--- config.mk ---
export PLATFORM = sky130hd
export DESIGN_NAME = perf_monitor
export DESIGN_NICKNAME = d
export VERILOG_FILES = /design/src/rtl/perf_monitor.sv
export SDC_FILE = /design/constraint.sdc
export NUM_CORES = 1
export LEC_CHECK = 0
export ABC_AREA = 0
export CAP_MARGIN = 25
export CORE_AREA = 2 2 224 226
export DETAILED_ROUTE_END_ITERATION = 10
export DIE_AREA = 0 0 226 228
export GPL_TIMING_DRIVEN = 0
export PLACE_DENSITY = 0.63
export SYNTH_ARGS = -nofsm -noshare
export SYNTH_HDL_FRONTEND = slang
export SYNTH_SLANG_ARGS = --single-unit
--- constraint.sdc ---
create_clock -name clk_i -period 2.8 [get_ports clk_i]
set_input_delay 0.42 -clock clk_i [delete_from_list [all_inputs] [get_ports clk_i]]
set_output_delay 0.42 -clock clk_i [all_outputs]
set_load 0.02 [all_outputs]
--- src/rtl/perf_monitor.sv ---
// -----------------------------------------------------------------------------
// perf_monitor
//
// Purpose:
//   Small performance-monitor block. It holds one free-running cycle counter
//   and NUM_EVT event counters that count while the block is in RUN. RUN ends
//   by itself after MAX_CYCLES cycles. A shadow bank keeps a stable copy of
//   the live counters for software reads. The copy is taken on snap_i and
//   automatically on entry to DONE. Each counter has a sticky overflow flag.
//
// Configuration macro:
//   PERF_MON_SAT_EN  defined   : a counter at 2^CNT_W-1 holds (saturates)
//                    undefined : a counter wraps to 0 (default build)
//   The overflow flag sets in both builds.
//
// Parameters:
//   NUM_EVT    number of event counters (1..15)
//   CNT_W      width of every counter (2..64)
//   MAX_CYCLES number of RUN cycles before the block moves to DONE
//   SEL_W      width of rd_sel_i
//
// Ports:
//   clk_i      in   clock; all state changes on its rising edge
//   rst_i      in   synchronous active-low reset
//   start_i    in   level; IDLE -> RUN
//   clear_i    in   pulse; zero everything and return to IDLE (beats start,
//                   snap and events)
//   event_i    in   NUM_EVT per-cycle event strobes
//   snap_i     in   pulse; copy the pre-edge live counters into the shadow bank
//   rd_req_i   in   read request, one per cycle, back-to-back capable
//   rd_sel_i   in   0 = cycle counter, k = event counter k-1, >NUM_EVT reads 0
//   rd_valid_o out  high one cycle after each rd_req_i
//   rd_data_o  out  shadow value as it stood before the request edge; 0 when
//                   rd_valid_o is low
//   running_o  out  high while in RUN
//   done_o     out  high while in DONE
//   ovf_o      out  sticky overflow flags; bit 0 = cycle counter,
//                   bit k = event counter k-1
// -----------------------------------------------------------------------------
module perf_monitor #(
    parameter int NUM_EVT    = 4,
    parameter int CNT_W      = 32,
    parameter int MAX_CYCLES = 64,
    parameter int SEL_W      = 4
) (
    input  logic               clk_i,
    input  logic               rst_i,
    input  logic               start_i,
    input  logic               clear_i,
    input  logic [NUM_EVT-1:0] event_i,
    input  logic               snap_i,
    input  logic               rd_req_i,
    input  logic [SEL_W-1:0]   rd_sel_i,
    output logic               rd_valid_o,
    output logic [CNT_W-1:0]   rd_data_o,
    output logic               running_o,
    output logic               done_o,
    output logic [NUM_EVT:0]   ovf_o
);

    // Index 0 is the cycle counter, index k is event counter k-1, so the
    // read select maps straight onto the array index.
    localparam int NCNT = NUM_EVT + 1;

    localparam logic [CNT_W-1:0] CNT_MAX = '1;
    localparam logic [CNT_W-1:0] CNT_ONE = CNT_W'(1);

    // The end-of-run compare is done at 64 bits so that a MAX_CYCLES the
    // counter cannot represent is never reached by a wrapped value.
    localparam logic [63:0] MAX_CYC_L = 64'(MAX_CYCLES);

    typedef enum logic [1:0] {
        ST_IDLE = 2'd0,
        ST_RUN  = 2'd1,
        ST_DONE = 2'd2
    } state_e;

    state_e           state_q, state_d;
    logic [CNT_W-1:0] cnt_q [NCNT];
    logic [CNT_W-1:0] cnt_d [NCNT];
    logic [CNT_W-1:0] shd_q [NCNT];
    logic [CNT_W-1:0] shd_d [NCNT];
    logic [NCNT-1:0]  ovf_q, ovf_d;
    logic             rd_valid_q, rd_valid_d;
    logic [CNT_W-1:0] rd_data_q, rd_data_d;

    logic [NCNT-1:0]  inc;
    logic             end_run;

    // -------------------------------------------------------------------------
    // Increment enables: the cycle counter always counts in RUN, the event
    // counters follow their strobes. Outside RUN nothing counts.
    // -------------------------------------------------------------------------
    always_comb begin
        // NOTE: every signal written in always_comb gets a default first so
        // that no path leaves it unassigned and no latch is inferred.
        inc = '0;
        if (state_q == ST_RUN) begin
            inc = {event_i, 1'b1};
        end
    end

    // -------------------------------------------------------------------------
    // Live counters and sticky overflow flags.
    // -------------------------------------------------------------------------
    always_comb begin
        ovf_d = ovf_q;
        for (int k = 0; k < NCNT; k++) begin
            cnt_d[k] = cnt_q[k];
            if (inc[k]) begin
                if (cnt_q[k] == CNT_MAX) begin
                    ovf_d[k] = 1'b1;
`ifdef PERF_MON_SAT_EN
                    cnt_d[k] = CNT_MAX;
`else
                    cnt_d[k] = '0;
`endif
                end else begin
                    cnt_d[k] = cnt_q[k] + CNT_ONE;
                end
            end
        end
        if (clear_i) begin
            ovf_d = '0;
            for (int k = 0; k < NCNT; k++) begin
                cnt_d[k] = '0;
            end
        end
    end

    // -------------------------------------------------------------------------
    // Next-state logic. RUN ends on the edge where the cycle counter reaches
    // MAX_CYCLES, so the compare uses the post-increment value.
    // -------------------------------------------------------------------------
    always_comb begin
        state_d = state_q;
        end_run = 1'b0;
        unique case (state_q)
            ST_IDLE: begin
                if (start_i) begin
                    state_d = ST_RUN;
                end
            end
            ST_RUN: begin
                if (64'(cnt_d[0]) == MAX_CYC_L) begin
                    state_d = ST_DONE;
                    end_run = 1'b1;
                end
            end
            ST_DONE: begin
                state_d = ST_DONE;
            end
            default: begin
                state_d = ST_IDLE;
            end
        endcase
        if (clear_i) begin
            state_d = ST_IDLE;
            end_run = 1'b0;
        end
    end

    // -------------------------------------------------------------------------
    // Shadow bank. The auto-snap on entry to DONE captures the final counts,
    // including that edge's increments. A user snap captures the pre-edge
    // values. When both happen on one edge, the final counts win.
    // -------------------------------------------------------------------------
    always_comb begin
        for (int k = 0; k < NCNT; k++) begin
            shd_d[k] = shd_q[k];
        end
        if (clear_i) begin
            for (int k = 0; k < NCNT; k++) begin
                shd_d[k] = '0;
            end
        end else if (end_run) begin
            shd_d = cnt_d;
        end else if (snap_i) begin
            shd_d = cnt_q;
        end
    end

    // -------------------------------------------------------------------------
    // Read port: one-cycle latency from the registered shadow bank, so a snap
    // on the request edge is not yet visible. Out-of-range selects match no
    // entry and return 0.
    // -------------------------------------------------------------------------
    always_comb begin
        rd_valid_d = rd_req_i;
        rd_data_d  = '0;
        if (rd_req_i) begin
            for (int k = 0; k < NCNT; k++) begin
                if (32'(rd_sel_i) == k) begin
                    rd_data_d = shd_q[k];
                end
            end
        end
    end

    // -------------------------------------------------------------------------
    // State registers.
    // -------------------------------------------------------------------------
    always_ff @(posedge clk_i) begin
        // NOTE: sequential state uses non-blocking assignments so every
        // register samples the pre-edge values, whatever the statement order.
        if (!rst_i) begin
            state_q    <= ST_IDLE;
            ovf_q      <= '0;
            rd_valid_q <= 1'b0;
            rd_data_q  <= '0;
            // NOTE: the counter and shadow arrays are reset explicitly. They
            // are visible state that must read back as zero after reset, not
            // scratch storage that could be left uninitialised.
            for (int k = 0; k < NCNT; k++) begin
                cnt_q[k] <= '0;
                shd_q[k] <= '0;
            end
        end else begin
            state_q    <= state_d;
            ovf_q      <= ovf_d;
            rd_valid_q <= rd_valid_d;
            rd_data_q  <= rd_data_d;
            cnt_q      <= cnt_d;
            shd_q      <= shd_d;
        end
    end

    assign running_o  = (state_q == ST_RUN);
    assign done_o     = (state_q == ST_DONE);
    assign ovf_o      = ovf_q;
    assign rd_valid_o = rd_valid_q;
    assign rd_data_o  = rd_data_q;

endmodule
; Word level (Yosys, flattened, before mapping)
; Index checks and enable logic that the tools add are counted.
[totals]
reg_bits = 360
latch_bits = 0
mem_bits_rw = 0
romBits = 0
in_bits = 14
n_memories = 0
[classes]
add_sub_neg = 5
mul = 0
div_mod_pow = 0
n_lt_le_gt_ge = 0
eq_ne = 14
n_shift = 0
mux = 25
n_bitwise = 1
n_reduce_logical = 11
[ops]
columns = op, n
row1 = $mux 160, 3
row2 = $mux 32, 15
row3 = $add 32x1->32 const B, 5
row4 = $eq 32x32->1 const B, 5
row5 = $eq 32x7->1 const B, 1
row6 = $reduce_and 2->1, 7
row7 = $eq 4x2->1 const B, 2
row8 = $pmux 2 s3, 1
row9 = $mux 5, 1
row10 = $eq 4x1->1 const B, 1
row11 = $eq 4x3->1 const B, 1
row12 = $logic_not 4->1, 1
row13 = $mux 2, 2
row14 = $mux 1, 3
row15 = $eq 2x1->1 const B, 1
row16 = $eq 2x2->1 const B, 1
row17 = $logic_not 2->1, 1
row18 = $ne 2x1->1 const B, 1
row19 = $ne 2x2->1 const B, 1
row20 = $reduce_bool 2->1, 1
row21 = $reduce_or 2->1, 1
row22 = $not 1->1, 1

; Logic depth before layout (Yosys ltp)
[depth]
depth_word = 9
mapped_depth = 14
mapped_depth_nobuf = 11

; Least setup slack after synthesis
; Ideal clock, no wire load.
[synth_timing]
path_kind = flip-flop to flip-flop
from = reg state_q[1]
to = reg shd_q[24] in the netlist's numbering
setup_time_ns = 0.132
arrival_ns = 2.901
t_required_ns = 2.668
path_slack_ns = -0.234
stages_incl_launch_ff = 14
synth_period_minus_slack_ns = 3.034
cell_sequence = dfxtp_1 > inv_1 > ha_1 > nand4_1 > or4_4 > o31a_1 > nor4_2 > o2111a_2 > nand4_4 > and2_1 > buf_2 > buf_6 > o21ai_0 > a21oi_1
[synth_between]
elab_chain_cells = 9
elab_cells_between_ends = 11
classes_between = 2 x eq/ne / 8 x mux / 1 x reduce/logical
[synth_lines]
columns = item, line_no
row1 = from (decl), 78  ; state_e state_q, state_d;
row2 = from (signal assigned), 219  ; state_q <= state_d;
row3 = $eq 2x1->1 *, --
row4 = net running_o, 56  ; output logic running_o,
row5 = $mux 5, 98  ; if (state_q == ST_RUN) begin
row6 = $mux 32, 110  ; if (inc[k]) begin
row7 = $mux 160, 123  ; if (clear_i) begin
row8 = $eq 32x7->1, 145  ; if (64'(cnt_d[0]) == MAX_CYC_L) begin
row9 = $mux 1, 145
row10 = $mux 1, 138  ; unique case (state_q)
row11 = $mux 1, 157  ; if (clear_i) begin
row12 = $mux 160 or $reduce_bool 2->1 (tied branches), --
row13 = "to (signal, indexed assignment)", 216  ; shd_q[k] <= '0;
row14 = to (signal assigned), 224  ; shd_q <= shd_d;
row15 = to (decl), 81  ; logic [CNT_W-1:0] shd_q [NCNT];
; The timed path passes the listed nets; every way through them passes the cells marked *.
; A chain may end at the register's enable or synchronous reset.

; Worst setup path in the final report
[layout_timing]
from = reg state_q[1]
to = reg shd_q[7] in the netlist's numbering
[layout_between]
elab_chain_cells = 9
elab_cells_between_ends = 11
classes_between = 2 x eq/ne / 8 x mux / 1 x reduce/logical
[layout_lines]
columns = item, line_no
row1 = $eq 2x1->1 *, "98, 138"
row2 = $mux 5, 98
row3 = $mux 32, 110
row4 = $mux 160, 123
row5 = $eq 32x7->1, 145
row6 = $mux 1, 145
row7 = $mux 1, 138
row8 = $mux 1, 157
row9 = $mux 160 or $reduce_bool 2->1 (tied branches), --
; Every way passes the cells marked *; elsewhere a longest branch is shown, timed or not.

==> run_summary.xml <==
<?xml version="1.0" encoding="UTF-8"?>
<metrics>
  <group name="outcome">
    <metric name="result_of_the_run" unit="">finished with violations</metric>
    <metric name="violated_checks" unit="">setup timing</metric>
  </group>
  <group name="synth">
    <metric name="synth-seq-cells" unit="">360</metric>
    <metric name="synthesized_instance_count" unit="">2043</metric>
    <metric name="synth_edf_count" unit="">0</metric>
    <metric name="async_reset_ff_share" unit="%">0</metric>
    <metric name="synth.yosys.seq_area_share" unit="%">41.3</metric>
    <metric name="synthDistinctLibCells" unit="">69</metric>
    <metric name="syn_nets" unit="">2065</metric>
    <metric name="synthFlopType" unit="">sky130_fd_sc_hd__dfxtp_1</metric>
    <metric name="netlist_area" unit="µm²">17500</metric>
    <metric name="post_synth.cell_area_avg" unit="µm²">8.54</metric>
    <metric name="synth_warnings" unit="">0</metric>
  </group>
  <group name="placement">
    <metric name="portBuffers" unit="">50</metric>
    <metric name="detailedPlacementHpwl" unit="µm">47000</metric>
    <metric name="place.gp.congestion" unit="">1.01</metric>
    <metric name="dpl_cell_area" unit="µm²">18900</metric>
  </group>
  <group name="detailed_routing">
    <metric name="drc_violation_count_after_routing" unit="">0</metric>
    <metric name="drt-pass1-iter-count" unit="">7</metric>
    <metric name="route.antenna.remaining_nets" unit="">0</metric>
    <metric name="routed-via-count" unit="">17218</metric>
    <metric name="drt-initial-drc-count" unit="">1886</metric>
    <metric name="vias_per_cell" unit="">5.87</metric>
    <metric name="average_wire_per_standard_cell" unit="µm">23.9</metric>
    <metric name="detail_route.wirelength" unit="µm">69900</metric>
  </group>
  <group name="sta">
    <metric name="setup_violations" unit="">175</metric>
    <metric name="postLayoutSetupSlackWorst" unit="ns">-0.484</metric>
    <metric name="final_min_period_over_clock_period" unit="%">117</metric>
    <metric name="period_needed" unit="ns">3.28</metric>
    <metric name="skew" unit="ns">0.0204</metric>
    <metric name="final_number_of_hold_violating_endpoints" unit="">0</metric>
    <metric name="finalMaxSlewViolations" unit="">0</metric>
    <metric name="relSlewSlack" unit="%">27.8</metric>
    <metric name="rsz0062_at_grt" unit="">yes</metric>
    <metric name="maxClockFrequency" unit="GHz">0.304</metric>
    <metric name="worstMarginPinSlew" unit="ns">1.07</metric>
  </group>
  <group name="critical_path">
    <metric name="worst_r2r_path_depth" unit="">15</metric>
    <metric name="reg2reg_from" unit="">state_q[1]</metric>
    <metric name="worstReg2RegEnd" unit="">shd_q[7]</metric>
    <metric name="timing.critical_path.fanout_max" unit="">7</metric>
    <metric name="worstSetupPathType" unit="">flop to flop</metric>
    <metric name="worst_ep_arrival_time" unit="ns">3.70</metric>
    <metric name="timing.critical_path.from_type" unit="">flop</metric>
    <metric name="endpoint_kind_of_the_worst_setup_timing_path" unit="">flop</metric>
    <metric name="r2r_slack" unit="ns">-0.48</metric>
    <metric name="cp.required" unit="ns">3.21</metric>
  </group>
  <group name="clocking">
    <metric name="tritoncts" unit="">done</metric>
    <metric name="clk_latency" unit="ns">0.59</metric>
    <metric name="clock-root-buffer" unit="">sky130_fd_sc_hd__clkbuf_16</metric>
    <metric name="cts-htree-levels" unit="">2</metric>
    <metric name="clock_sink_count" unit="">360</metric>
    <metric name="cts.clk_slew.worst_paths" unit="ns">0.06</metric>
    <metric name="clockBufferDepth" unit="">3</metric>
    <metric name="total_of_hold_buffers_inserted_after_clock_tree_synthesis" unit="">0</metric>
    <metric name="cts_buffers" unit="">40</metric>
  </group>
  <group name="global_route">
    <metric name="largest_net_degree_at_the_start_of_global_routing" unit="">14</metric>
    <metric name="grt_first_pass_wirelength" unit="µm">99400</metric>
    <metric name="grt.overflow.total" unit="">0</metric>
    <metric name="grt_antenna_before_repair" unit="">2</metric>
    <metric name="globalRouteTotalUtil" unit="%">25.4</metric>
    <metric name="grt_pass1_vias" unit="">15857</metric>
  </group>
  <group name="cells_and_area">
    <metric name="final_layout_size_suffix_gt1_share" unit="%">25.6</metric>
    <metric name="area_growth_syn_to_layout" unit="%">34.4</metric>
    <metric name="final_design_area_no_fill" unit="µm²">23500</metric>
    <metric name="fin_util" unit="%">47.5</metric>
    <metric name="num-nets-final" unit="">2250</metric>
  </group>
  <group name="worst_hold_path">
    <metric name="min_path_type" unit="">flop to flop</metric>
    <metric name="hold_depth" unit="">2</metric>
    <metric name="whs_endpoint" unit="">ovf_o[2]</metric>
    <metric name="min-delay-start" unit="">ovf_o[2]</metric>
  </group>
  <group name="floorplan">
    <metric name="die_height" unit="µm">228</metric>
    <metric name="core.rowCount" unit="">82</metric>
    <metric name="die-width" unit="µm">226</metric>
    <metric name="boundaryPins" unit="">54</metric>
    <metric name="die_area" unit="µm²">51500</metric>
    <metric name="placeableCoreArea" unit="µm²">49300</metric>
    <metric name="floorplan.initialDensity" unit="%">35.4</metric>
  </group>
  <group name="pwr">
    <metric name="p_per_area" unit="nW/µm²">476</metric>
    <metric name="total_power" unit="mW">11.2</metric>
    <metric name="total_leakage_power" unit="nW">8.49</metric>
    <metric name="peakVddDrop" unit="mV">0.498</metric>
  </group>
  <group name="flow_run">
    <metric name="count_of_maximum_capacitance_violations" unit="">0</metric>
  </group>
</metrics>
critical path, stage by stage, from the launching register on:
cell                        delay [ns]
sky130_fd_sc_hd__dfxtp_2          0.32
sky130_fd_sc_hd__inv_2            0.06
sky130_fd_sc_hd__ha_4             0.16
sky130_fd_sc_hd__nand4_1          0.20
sky130_fd_sc_hd__or4_4            0.51
sky130_fd_sc_hd__o31a_1           0.28
sky130_fd_sc_hd__nor4_2           0.24
sky130_fd_sc_hd__o2111a_2         0.33
sky130_fd_sc_hd__nand4_4          0.13
sky130_fd_sc_hd__buf_12           0.17
sky130_fd_sc_hd__buf_12           0.13
sky130_fd_sc_hd__clkbuf_16        0.16
sky130_fd_sc_hd__buf_8            0.13
sky130_fd_sc_hd__clkbuf_16        0.16
sky130_fd_sc_hd__nor2_4           0.08
sky130_fd_sc_hd__a211oi_1         0.05
placed cells by master, fill, tap and decap left out, drive strengths merged, types with 4 or more instances in the layout:
| cell type | Yosys | layout |
|---|---|---|
| nand3 | 75 | 75 |
| a22oi | 49 | 49 |
| or3 | 8 | 8 |
| inv | 9 | 12 |
| clkdlybuf4s50 | 0 | 49 |
| nor4 | 36 | 36 |
| nand4 | 54 | 55 |
| o21ai | 40 | 40 |
| a31oi | 24 | 24 |
| and4 | 25 | 25 |
| a222oi | 11 | 11 |
| a21oi | 88 | 88 |
| nand2 | 145 | 145 |
| a32oi | 5 | 5 |
| mux2 | 38 | 38 |
| clkbuf | 113 | 159 |
| or2 | 7 | 7 |
| dfxtp | 360 | 360 |
| o211ai | 5 | 5 |
| o31a | 5 | 5 |
| o21a | 5 | 5 |
| ha | 8 | 8 |
| a211oi | 75 | 75 |
| and2 | 88 | 88 |
| nor2b | 5 | 5 |
| and3 | 41 | 41 |
| xor2 | 87 | 87 |
| mux2i | 113 | 113 |
| buf | 48 | 149 |
| clkinv | 1 | 6 |
| nor3b | 11 | 11 |
| nor3 | 50 | 50 |
| nor2 | 315 | 316 |
| xnor2 | 60 | 60 |
| nand2b | 4 | 4 |
cell type report:
cell class	instances	area, µm²
clock inverter	13	130
multi-input combinational	1514	11100
clock buffer	58	1190
timing repair buffer	154	1740
buffer	148	1160
antenna	2	5.00
sequential	360	7220
fill	4527	25900
tap	672	841
inverter	10	40.0
per-stage QoR:
| step | hold slack, ns | cells | worst slack, ns | TNS (ns) |
|---|---|---|---|---|
| after floorplan | 0.420 | 2043 | -0.00602 | -0.0180 |
| after global placement | 0.437 | 2765 | -2.17 | -355.34 |
| after detailed placement | 0.449 | 2767 | -1.85 | -347.28 |
| after CTS | 0.462 | 2870 | -0.412 | -74.39 |
| after global routing | 0.495 | 2929 | -0.582 | -78.84 |
| final | 0.468 | 2931 | -0.484 | -59.44 |
flip-flops by register name, indices dropped and copies added, names as in the netlist:
register    cells
rd_valid_o      1
cnt_q         160
ovf_o           5
rd_data_o      32
state_q         2
shd_q         160
metal layers:
layer	GRT usage (%)	share of wire (%)
met1	33.9	40
met2	37.8	43
met3	5.19	9.8
met4	14.6	6.9
met5	0	0.016
kinds of logic (layout without fill, tap and decap cells):
family / Yosys count / after routing / share of synthesized area [%]
and+or+nand+nor: 874 / 876 / 24.9
DFF: 360 / 360 / 41.3
AOI/OAI and AO/OA: 332 / 332 / 12.8
buffers and inverters: 171 / 383 / 4.16
muxes: 151 / 151 / 8.93
xor gates and xnor gates: 147 / 147 / 7.38
adders and majority gates: 8 / 8 / 0.574
other: 0 / 2 / 0
synthesized netlist by cell type, types with 41 or more instances:
| library cell | instances | area share (%) |
|---|---|---|
| sky130_fd_sc_hd__nand4_1 | 50 | 1.8 |
| sky130_fd_sc_hd__nand3_1 | 75 | 2.2 |
| sky130_fd_sc_hd__a211oi_1 | 75 | 3.2 |
| sky130_fd_sc_hd__nor2_1 | 314 | 6.8 |
| sky130_fd_sc_hd__a22oi_1 | 49 | 2.1 |
| sky130_fd_sc_hd__and3_1 | 41 | 1.5 |
| sky130_fd_sc_hd__a21oi_1 | 88 | 2.5 |
| sky130_fd_sc_hd__clkbuf_1 | 110 | 2.4 |
| sky130_fd_sc_hd__nor3_1 | 49 | 1.4 |
| sky130_fd_sc_hd__and2_1 | 88 | 3.2 |
| sky130_fd_sc_hd__mux2i_1 | 113 | 6.5 |
| sky130_fd_sc_hd__xor2_1 | 87 | 4.4 |
| sky130_fd_sc_hd__dfxtp_1 | 360 | 41 |
| sky130_fd_sc_hd__xnor2_1 | 60 | 3.0 |
| sky130_fd_sc_hd__nand2_1 | 144 | 3.1 |
report_power, final:
group	internal, mW	switching, mW
combinational	0.187	0.417
sequential	5.12	0.00335
clock	3.14	2.29
total	8.45	2.72
repair_timing:
item | CTS | global route
pin swaps | 50 | 62
buffers inserted | 29 | 55
gates resized for setup | 188 | 410
cloned | 7 | 15
endpoints found under the setup margin | 321 | 314
worst max path at each step:
stage	depth (start not counted)	slack, ns	endpoint	start
5_1_grt	14	-0.58	shd_q[78]	state_q[1]
3_5_place_dp	7	-1.85	shd_q[58]	clear_i
3_3_place_gp	7	-2.17	ovf_o[1]	clear_i
4_1_cts	11	-0.41	shd_q[61]	state_q[1]
2_1_floorplan	13	-0.006	shd_q[24]	state_q[1]
6_report	15	-0.48	shd_q[7]	state_q[1]
Note: power is estimated with default switching activity, not from simulation.
